**config.mk**
```make
export PLATFORM = sky130hd
export DESIGN_NAME = pmem_arbiter
export DESIGN_NICKNAME = d
export VERILOG_FILES = /design/src/rtl/pmem_arbiter.sv
export SDC_FILE = /design/constraint.sdc
export NUM_CORES = 1
export LEC_CHECK = 0
export ABC_AREA = 1
export BUFFER_PORTS_ARGS = -buffer_cell sky130_fd_sc_hd__buf_4
export CORE_AREA = 2 2 238 240
export CTS_BUF_LIST = sky130_fd_sc_hd__clkbuf_8
export DETAILED_ROUTE_END_ITERATION = 8
export DIE_AREA = 0 0 240 242
export HOLD_SLACK_MARGIN = 0.08
export MAX_ROUTING_LAYER = met4
export PLACE_DENSITY = 0.45
export RECOVER_POWER = 25
export SETUP_SLACK_MARGIN = 0.4
export SLEW_MARGIN = 20
export SYNTH_ARGS = -nofsm -noshare
export SYNTH_HDL_FRONTEND = slang
export SYNTH_SLANG_ARGS = --single-unit
export TNS_END_PERCENT = 30
```
**constraint.sdc**
```tcl
create_clock -name clk -period 2.6 [get_ports clk]
set_clock_uncertainty 0.05 [all_clocks]
set_input_delay 0.39 -clock clk [delete_from_list [all_inputs] [get_ports clk]]
set_output_delay 0.39 -clock clk [all_outputs]
set_load 0.005 [all_outputs]
```
**src/rtl/pmem_arbiter.sv**
```systemverilog
// pmem_arbiter: two-port valid/ready arbiter that sequences fetch and LSU requests
// onto a single-cycle physical memory port, rejecting misaligned accesses up front.
module pmem_arbiter #(
   parameter int ADDR_W    = 64,
   parameter int DATA_W    = 64,
   parameter int PRIO_MODE = 0
) (
   input  logic              clk,
   input  logic              rst,

   input  logic              m0_req_valid,
   output logic              m0_req_ready,
   input  logic [ADDR_W-1:0] m0_req_addr,
   output logic              m0_resp_valid,
   input  logic              m0_resp_ready,
   output logic [DATA_W-1:0] m0_resp_data,
   output logic              m0_resp_err,

   input  logic              m1_req_valid,
   output logic              m1_req_ready,
   input  logic              m1_req_wr,
   input  logic [ADDR_W-1:0] m1_req_addr,
   input  logic [DATA_W-1:0] m1_req_wdata,
   input  logic [7:0]        m1_req_len,
   output logic              m1_resp_valid,
   input  logic              m1_resp_ready,
   output logic [DATA_W-1:0] m1_resp_data,
   output logic              m1_resp_err,

   output logic              mem_rd_en,
   output logic [ADDR_W-1:0] mem_rd_addr,
   input  logic [DATA_W-1:0] mem_rd_data,
   output logic              mem_wr_en,
   output logic [ADDR_W-1:0] mem_wr_addr,
   output logic [DATA_W-1:0] mem_wr_data,
   output logic [7:0]        mem_wr_len
);

   typedef enum logic [1:0] {
      IDLE,
      ACCESS,
      RESP
   } state_t;

   state_t            state;
   state_t            state_nxt;
   logic              owner;      // 0: fetch port, 1: LSU port
   logic              last_gnt;   // port granted most recently
   logic              lat_wr;
   logic [ADDR_W-1:0] lat_addr;
   logic [DATA_W-1:0] lat_wdata;
   logic [7:0]        lat_len;
   logic [DATA_W-1:0] resp_data;
   logic              resp_err;

   logic              gnt0;
   logic              gnt1;
   logic              req_legal;
   logic              resp_ready;

   function automatic logic m1_legal(input logic [ADDR_W-1:0] addr, input logic [7:0] len);
      case (len)
         8'd1:    return 1'b1;
         8'd2:    return addr[0] == 1'b0;
         8'd4:    return addr[1:0] == 2'b00;
         8'd8:    return addr[2:0] == 3'b000;
         default: return 1'b0;
      endcase
   endfunction

   always_comb begin
      // NOTE: every signal driven here gets a default first, so no path can infer a latch.
      gnt0 = 1'b0;
      gnt1 = 1'b0;
      if (state == IDLE && !rst) begin
         if (m0_req_valid && m1_req_valid) begin
            if (PRIO_MODE == 1 || !last_gnt) gnt1 = 1'b1;
            else                             gnt0 = 1'b1;
         end else begin
            gnt0 = m0_req_valid;
            gnt1 = m1_req_valid;
         end
      end
   end

   assign req_legal  = gnt1 ? m1_legal(m1_req_addr, m1_req_len) : (m0_req_addr[1:0] == 2'b00);
   assign resp_ready = owner ? m1_resp_ready : m0_resp_ready;

   always_ff @(posedge clk) begin
      // NOTE: sequential state uses non-blocking assignments so every flop samples pre-edge values.
      if (rst) state <= IDLE;
      else     state <= state_nxt;
   end

   // Outputs are forced low while rst is high, which also kills a write strobe in the reset cycle.
   always_comb begin
      state_nxt     = state;
      m0_req_ready  = 1'b0;
      m1_req_ready  = 1'b0;
      m0_resp_valid = 1'b0;
      m0_resp_data  = '0;
      m0_resp_err   = 1'b0;
      m1_resp_valid = 1'b0;
      m1_resp_data  = '0;
      m1_resp_err   = 1'b0;
      mem_rd_en     = 1'b0;
      mem_rd_addr   = '0;
      mem_wr_en     = 1'b0;
      mem_wr_addr   = '0;
      mem_wr_data   = '0;
      mem_wr_len    = '0;
      if (!rst) begin
         case (state)
            IDLE: begin
               m0_req_ready = gnt0;
               m1_req_ready = gnt1;
               if (gnt0 || gnt1) state_nxt = req_legal ? ACCESS : RESP;
            end
            ACCESS: begin
               if (lat_wr) begin
                  mem_wr_en   = 1'b1;
                  mem_wr_addr = lat_addr;
                  mem_wr_data = lat_wdata;
                  mem_wr_len  = lat_len;
               end else begin
                  mem_rd_en   = 1'b1;
                  mem_rd_addr = lat_addr;
               end
               state_nxt = RESP;
            end
            RESP: begin
               if (owner) begin
                  m1_resp_valid = 1'b1;
                  m1_resp_data  = resp_data;
                  m1_resp_err   = resp_err;
               end else begin
                  m0_resp_valid = 1'b1;
                  m0_resp_data  = resp_data;
                  m0_resp_err   = resp_err;
               end
               if (resp_ready) state_nxt = IDLE;
            end
            default: state_nxt = IDLE;
         endcase
      end
   end

   always_ff @(posedge clk) begin
      if (rst) begin
         owner     <= 1'b0;
         last_gnt  <= 1'b0;
         lat_wr    <= 1'b0;
         lat_addr  <= '0;
         lat_wdata <= '0;
         lat_len   <= '0;
         resp_data <= '0;
         resp_err  <= 1'b0;
      end else begin
         case (state)
            IDLE: begin
               if (gnt0 || gnt1) begin
                  owner     <= gnt1;
                  last_gnt  <= gnt1;
                  lat_wr    <= gnt1 & m1_req_wr;
                  lat_addr  <= gnt1 ? m1_req_addr : m0_req_addr;
                  lat_wdata <= gnt1 ? m1_req_wdata : '0;
                  lat_len   <= gnt1 ? m1_req_len : 8'd4;
                  resp_data <= '0;
                  resp_err  <= !req_legal;
               end
            end
            ACCESS: begin
               if (!lat_wr) resp_data <= mem_rd_data;
            end
            default: ;
         endcase
      end
   end

endmodule

```
# After elaboration in Yosys (flattened, before gate mapping)
# Index checks and enable logic that the tools add are counted.
# totals
reg_bits,205
in_bits,271
out_inout_bits,336
# op_classes
muxes,57
reduce_logical,13
bitwise,2
eq_ne,9
# op_table
operator,count
64-bit two-way mux,19
64-bit case mux with 2 select lines,1
8-bit two-way mux,4
1-bit two-way mux,28
8-bit by 1-bit == test with 1-bit output (second input constant),1
8-bit by 2-bit == test with 1-bit output (second input constant),1
8-bit by 3-bit == test with 1-bit output (second input constant),1
8-bit by 4-bit == test with 1-bit output (second input constant),1
2-bit zero test,3
2-bit two-way mux,3
2-bit case mux with 3 select lines,1
2-bit != test (second input constant),2
1-bit case mux with 4 select lines,1
2-bit AND reduction,2
3-bit zero test,1
3-bit AND reduction,1
2-bit by 1-bit == test with 1-bit output (second input constant),1
2-bit == test (second input constant),1
1-bit logical AND,2
1-bit zero test,2
2-bit by 1-bit != test with 1-bit output (second input constant),1
2-bit nonzero test,1
1-bit bitwise AND,1
1-bit logical OR,1
1-bit inverter,1

# Logic depth before layout (Yosys ltp)
# depth
word_depth,7
ltp_mapped,11
depth_no_buf,9

# Least setup slack after synthesis
# No wires, ideal clock.
# synth_path
path_kind,in2out
start,input rst
end,output mem_wr_addr[23]
required_time_ns,2.160
path_stages,8
n_path_buf,3
arrival_time_ns,1.391
slack_ns,0.769
cell_sequence,buf_2 > inv_2 > nand2_1 > nor2_1 > inv_2 > buf_2 > buf_2 > nor2_1
# synth_between
elab_chain_len,1
# synth_rtl
element,line,rtl
from (decl),9,"input logic rst,"
64-bit two-way mux,112,if (!rst) begin
to (decl),34,"output logic [ADDR_W-1:0] mem_wr_addr,"
# Every way passes these cells.

# Final worst setup path
# layout_path
start,register state[1]
end,output m0_resp_data[30]
# layout_between
elab_chain_len,3
# layout_rtl
element,line,rtl
from (decl),45,state_t state;
from (signal assigned),92,else state <= state_nxt;
2-bit == test,113,case (state)
64-bit two-way mux,113,
64-bit two-way mux,112,
to (decl),16,"output logic [DATA_W-1:0] m0_resp_data,"
# Every way passes these cells.

==> reports/summary.txt <==
=================================================================================
Delay-heaviest family, CP                                            buffers and inverters
Number of cells on the critical path                                            9
Total GRT Usage                                                             17.5%
Count of final max-slew check failures                                          0
Crit path kind                                                            reg2out
Worst-path clk slew                                                       0.06 ns
Total power after layout                                                  8.91 mW
Port Buffers                                                                  606
Die boundary width                                                         240 um
Normalized max-slew margin                                                  29.1%
Post-Place Cells                                                            2,984
R2r startpoint                                                           state[0]
Hold WC Path Type                                                          in2reg
Kind of start point of the critical path                                 register
Fraction of the mapped netlist area in simple logic gates                   35.7%
Worst path cell trace                                                inv_2, nor2_2, inv_2, nor3_4, buf_6, inv_12, buf_16, nor2_1, buf_4
Final #Nets                                                                 2,825
Area growth from synthesis to final layout                                  91.0%
RSZ-0062 raised after global routing                                          yes
Die outline area                                                       58,100 um2
Synth Area in Compound Gates                                                8.85%
Setup total negative slack                                                   0 ns
Die Ht                                                                     242 um
Total number of placement rows                                                 87
Top_reg_cell synth                                                   sky130_fd_sc_hd__dfxtp_1
Sequential area share after synthesis                                       39.3%
Ratio of final minimum period to clock period                               95.1%
Crit path to                                                         m0_resp_data[30]
Largest net degree at the start of global routing                              86
Top cell type's share of synthesized area                                   39.3%
Fraction of synthesized area in multiplexers                                   0%
Count of vias placed by the detailed router                                13,700
Clock sink total                                                              205
Area of the mapped netlist                                             10,500 um2
Crit path top cell by count                                          sky130_fd_sc_hd__inv_2
Largest voltage drop on the vdd net                                      0.237 mV
Global route overflow                                                           0
Initial DRC count                                                             527
Xor and xnor fraction of the mapped netlist area                               0%
Flop and latch count out of synthesis                                         205
Clock network latency to the later pin of the worst-skew pair             0.58 ns
Count of endpoints failing setup in the final report                            0
Library cell occupying the most area in the post-synthesis netlist   sky130_fd_sc_hd__dfxtp_1
Worst path slowest cell                                              sky130_fd_sc_hd__dfxtp_4
Antenna violations before repair                                                6
Syn nets                                                                    1,992
FF-to-FF End                                                         resp_data[14]
Count of flip-flops with a built-in enable after synthesis                      0
Non-filler instance count after layout                                      3,338
Clock Tree Buf Depth                                                            3
Largest cells by area after synthesis                                sky130_fd_sc_hd__dfxtp_1 (39%), sky130_fd_sc_hd__nand2_1 (14%), sky130_fd_sc_hd__nor2_1 (12%), sky130_fd_sc_hd__inv_1 (9.9%), sky130_fd_sc_hd__nand3_1 (9.0%)
Number of top-level pins                                                      607
Starting utilization of the core area                                       18.8%
Combinational family with the most area after synthesis              simple AND/OR/NAND/NOR gates
FF-to-FF path depth                                                             9
Global-route wire length before repair                                    77.1 mm
Min Clock Period, post-route                                              2.47 ns
Cell chosen for the clock root                                       sky130_fd_sc_hd__clkbuf_8
CTS tree                                                                      yes
Count of H-tree levels built during CTS                                         2
Number of endpoints with negative hold slack in the final report                0
Core ar.                                                               55,700 um2
Largest driver fanout on the critical path                                     12
Synth Area in Adders                                                           0%
Maximum operating frequency                                               404 MHz
Mapped Avg Cell Area                                                     6.07 um2
Actual transition at the worst max-transition pin                         1.06 ns
DRT Pass-1 Iters                                                                5
Number of fill cells in the layout                                          5,953
Status                                                               finished clean
Most instantiated cells after synthesis                              sky130_fd_sc_hd__nand2_1 (387), sky130_fd_sc_hd__nor2_1 (341), sky130_fd_sc_hd__inv_1 (277)
Number of synthesis warnings                                                    0
Num CTS Buffers                                                                42
Post-Route WL                                                             52.5 mm
Most numerous cell in the Yosys netlist                              sky130_fd_sc_hd__nand2_1
Routed wire per std cell                                                  15.7 um
Placer Congestion                                                           0.798
Number of max-cap violations                                                    0
Drt via density                                                              4.10
Distinct cell type count of the synthesized netlist                            21
Startpoint of the most critical setup path                               state[1]
Kind of end point of the critical path                                output port
Number of global-route vias before repair                                  13,600
Antenna Nets Post-Route                                                         0
Drt drc                                                                         0
Post-DP HPWL                                                              34.9 mm
Leakage power of the design                                               9.12 nW
Endpoint arrival time on the critical path                                2.03 ns
Share of flip-flops with an asynchronous set or reset                          0%
Biggest cell delay along the critical path                                0.37 ns
Cells after Synth                                                           1,721
Worst path bufs/invs                                                            6
Required time of the critical path                                        2.16 ns
Proportion of layout cells with a drive suffix above 1                      31.9%
Flop-to-flop setup slack                                                  0.23 ns
Power density relative to cell area                                    446 nW/um2
=================================================================================
worst register-to-register path, delay by kind of cell (launching register included):
| kind | cells | cell delay (ns) |
|---|---|---|
| AND/OR/NAND/NOR | 4 | 0.93 |
| buffers and inverters | 4 | 0.81 |
| flip-flops | 1 | 0.35 |
| AO/OA/AOI/OAI | 1 | 0.16 |
power breakdown:
group / switching (mW) / total [mW] / internal (mW)
Clock: 1.47 / 3.15 / 1.68
Sequential: 0.107 / 3.52 / 3.42
Combinational: 1.25 / 2.24 / 0.987
flip-flops by register name (all words and copies together) (netlist names):
| name | cells |
|---|---|
| resp_data | 64 |
| lat_wdata | 64 |
| lat_len | 8 |
| resp_err | 1 |
| state | 2 |
| last_gnt | 1 |
| lat_addr | 64 |
| lat_wr | 1 |
layout make-up:
type	count	area, um2	area share, %
clock inverter	17	71.3	0.357
tap	756	946	4.74
multi-input combinational	1106	5100	25.6
inverter	285	1130	5.66
timing repair buffer	911	7880	39.5
antenna	6	15.0	0.0752
timing repair inverter	3	37.5	0.188
clock buffer	49	674	3.38
sequential	205	4110	20.6
metal layers:
layer,vias to the layer above,GRT usage (%),share of wire [%],wire length (um)
li1,6852,-,-,-
met1,6239,19.5,41,21400
met2,519,30.7,49,25900
met3,88,3.74,6.5,3410
met4,0,6.30,3.2,1700
met5,-,-,0,0
cells by family (layout without fill, tap and decap cells):
kind of cell | count (synthesis) | after routing
compound gates | 182 | 182
buf+inv | 410 | 1265
flops | 205 | 205
other cells | 0 | 6
simple gates | 924 | 924
stage by stage:
stage          worst slack, ns  util [%]  instance area (um2)  hold slack (ns)
5_1_grt               -0.00758      35.8                20000            0.150
6_report                 0.127      35.8                20000            0.160
3_3_place_gp             0.377      28.1                15700            0.392
3_5_place_dp             0.256      28.1                15700            0.394
4_1_cts                 0.0762      35.4                19700           0.0996
2_1_floorplan            0.769         -                10500            0.380
layout by cell type, fill, tap and decap left out, types with 2 or more instances in the layout:
cell type and count:
sky130_fd_sc_hd__nand3_1 189, sky130_fd_sc_hd__buf_4 605, sky130_fd_sc_hd__a21oi_1 139, sky130_fd_sc_hd__buf_12 11
sky130_fd_sc_hd__clkinv_2 3, sky130_fd_sc_hd__inv_6 2, sky130_fd_sc_hd__buf_6 19, sky130_fd_sc_hd__inv_1 287
sky130_fd_sc_hd__nor2_4 39, sky130_fd_sc_hd__o21ai_1 24, sky130_fd_sc_hd__clkbuf_4 2, sky130_fd_sc_hd__dfxtp_2 2
sky130_fd_sc_hd__diode_2 6, sky130_fd_sc_hd__nor2_2 60, sky130_fd_sc_hd__dlygate4sd3_1 263, sky130_fd_sc_hd__buf_16 7
sky130_fd_sc_hd__nor2_1 245, sky130_fd_sc_hd__nand2_1 387, sky130_fd_sc_hd__clkbuf_8 49, sky130_fd_sc_hd__dfxtp_1 202
sky130_fd_sc_hd__inv_2 6, sky130_fd_sc_hd__buf_8 2, sky130_fd_sc_hd__o21ai_0 17, sky130_fd_sc_hd__inv_16 2
sky130_fd_sc_hd__inv_4 2
how the worst min path moves through the flow:
stage	from	end	slack, ns	depth (start not counted)
floorplan	lat_len[2]	lat_len[2]	0.38	2
global placement	lat_len[2]	lat_len[2]	0.39	2
detailed placement	lat_len[2]	lat_len[2]	0.39	2
CTS	m1_req_addr[11]	lat_addr[11]	0.1	5
global route	m1_req_addr[14]	lat_addr[14]	0.15	5
finish	m1_req_addr[14]	lat_addr[14]	0.16	5
what timing repair did:
action                                  in CTS  in global routing
setup buffers                                8                  1
pin swaps                                    2                  3
endpoints found under the hold margin      201                  0
endpoints found under the setup margin     333                339
gates cloned                                 9                  1
resized for setup                          130                 62
hold buffers                               263                  0
No activity file was read; power rests on OpenSTA's default activity.
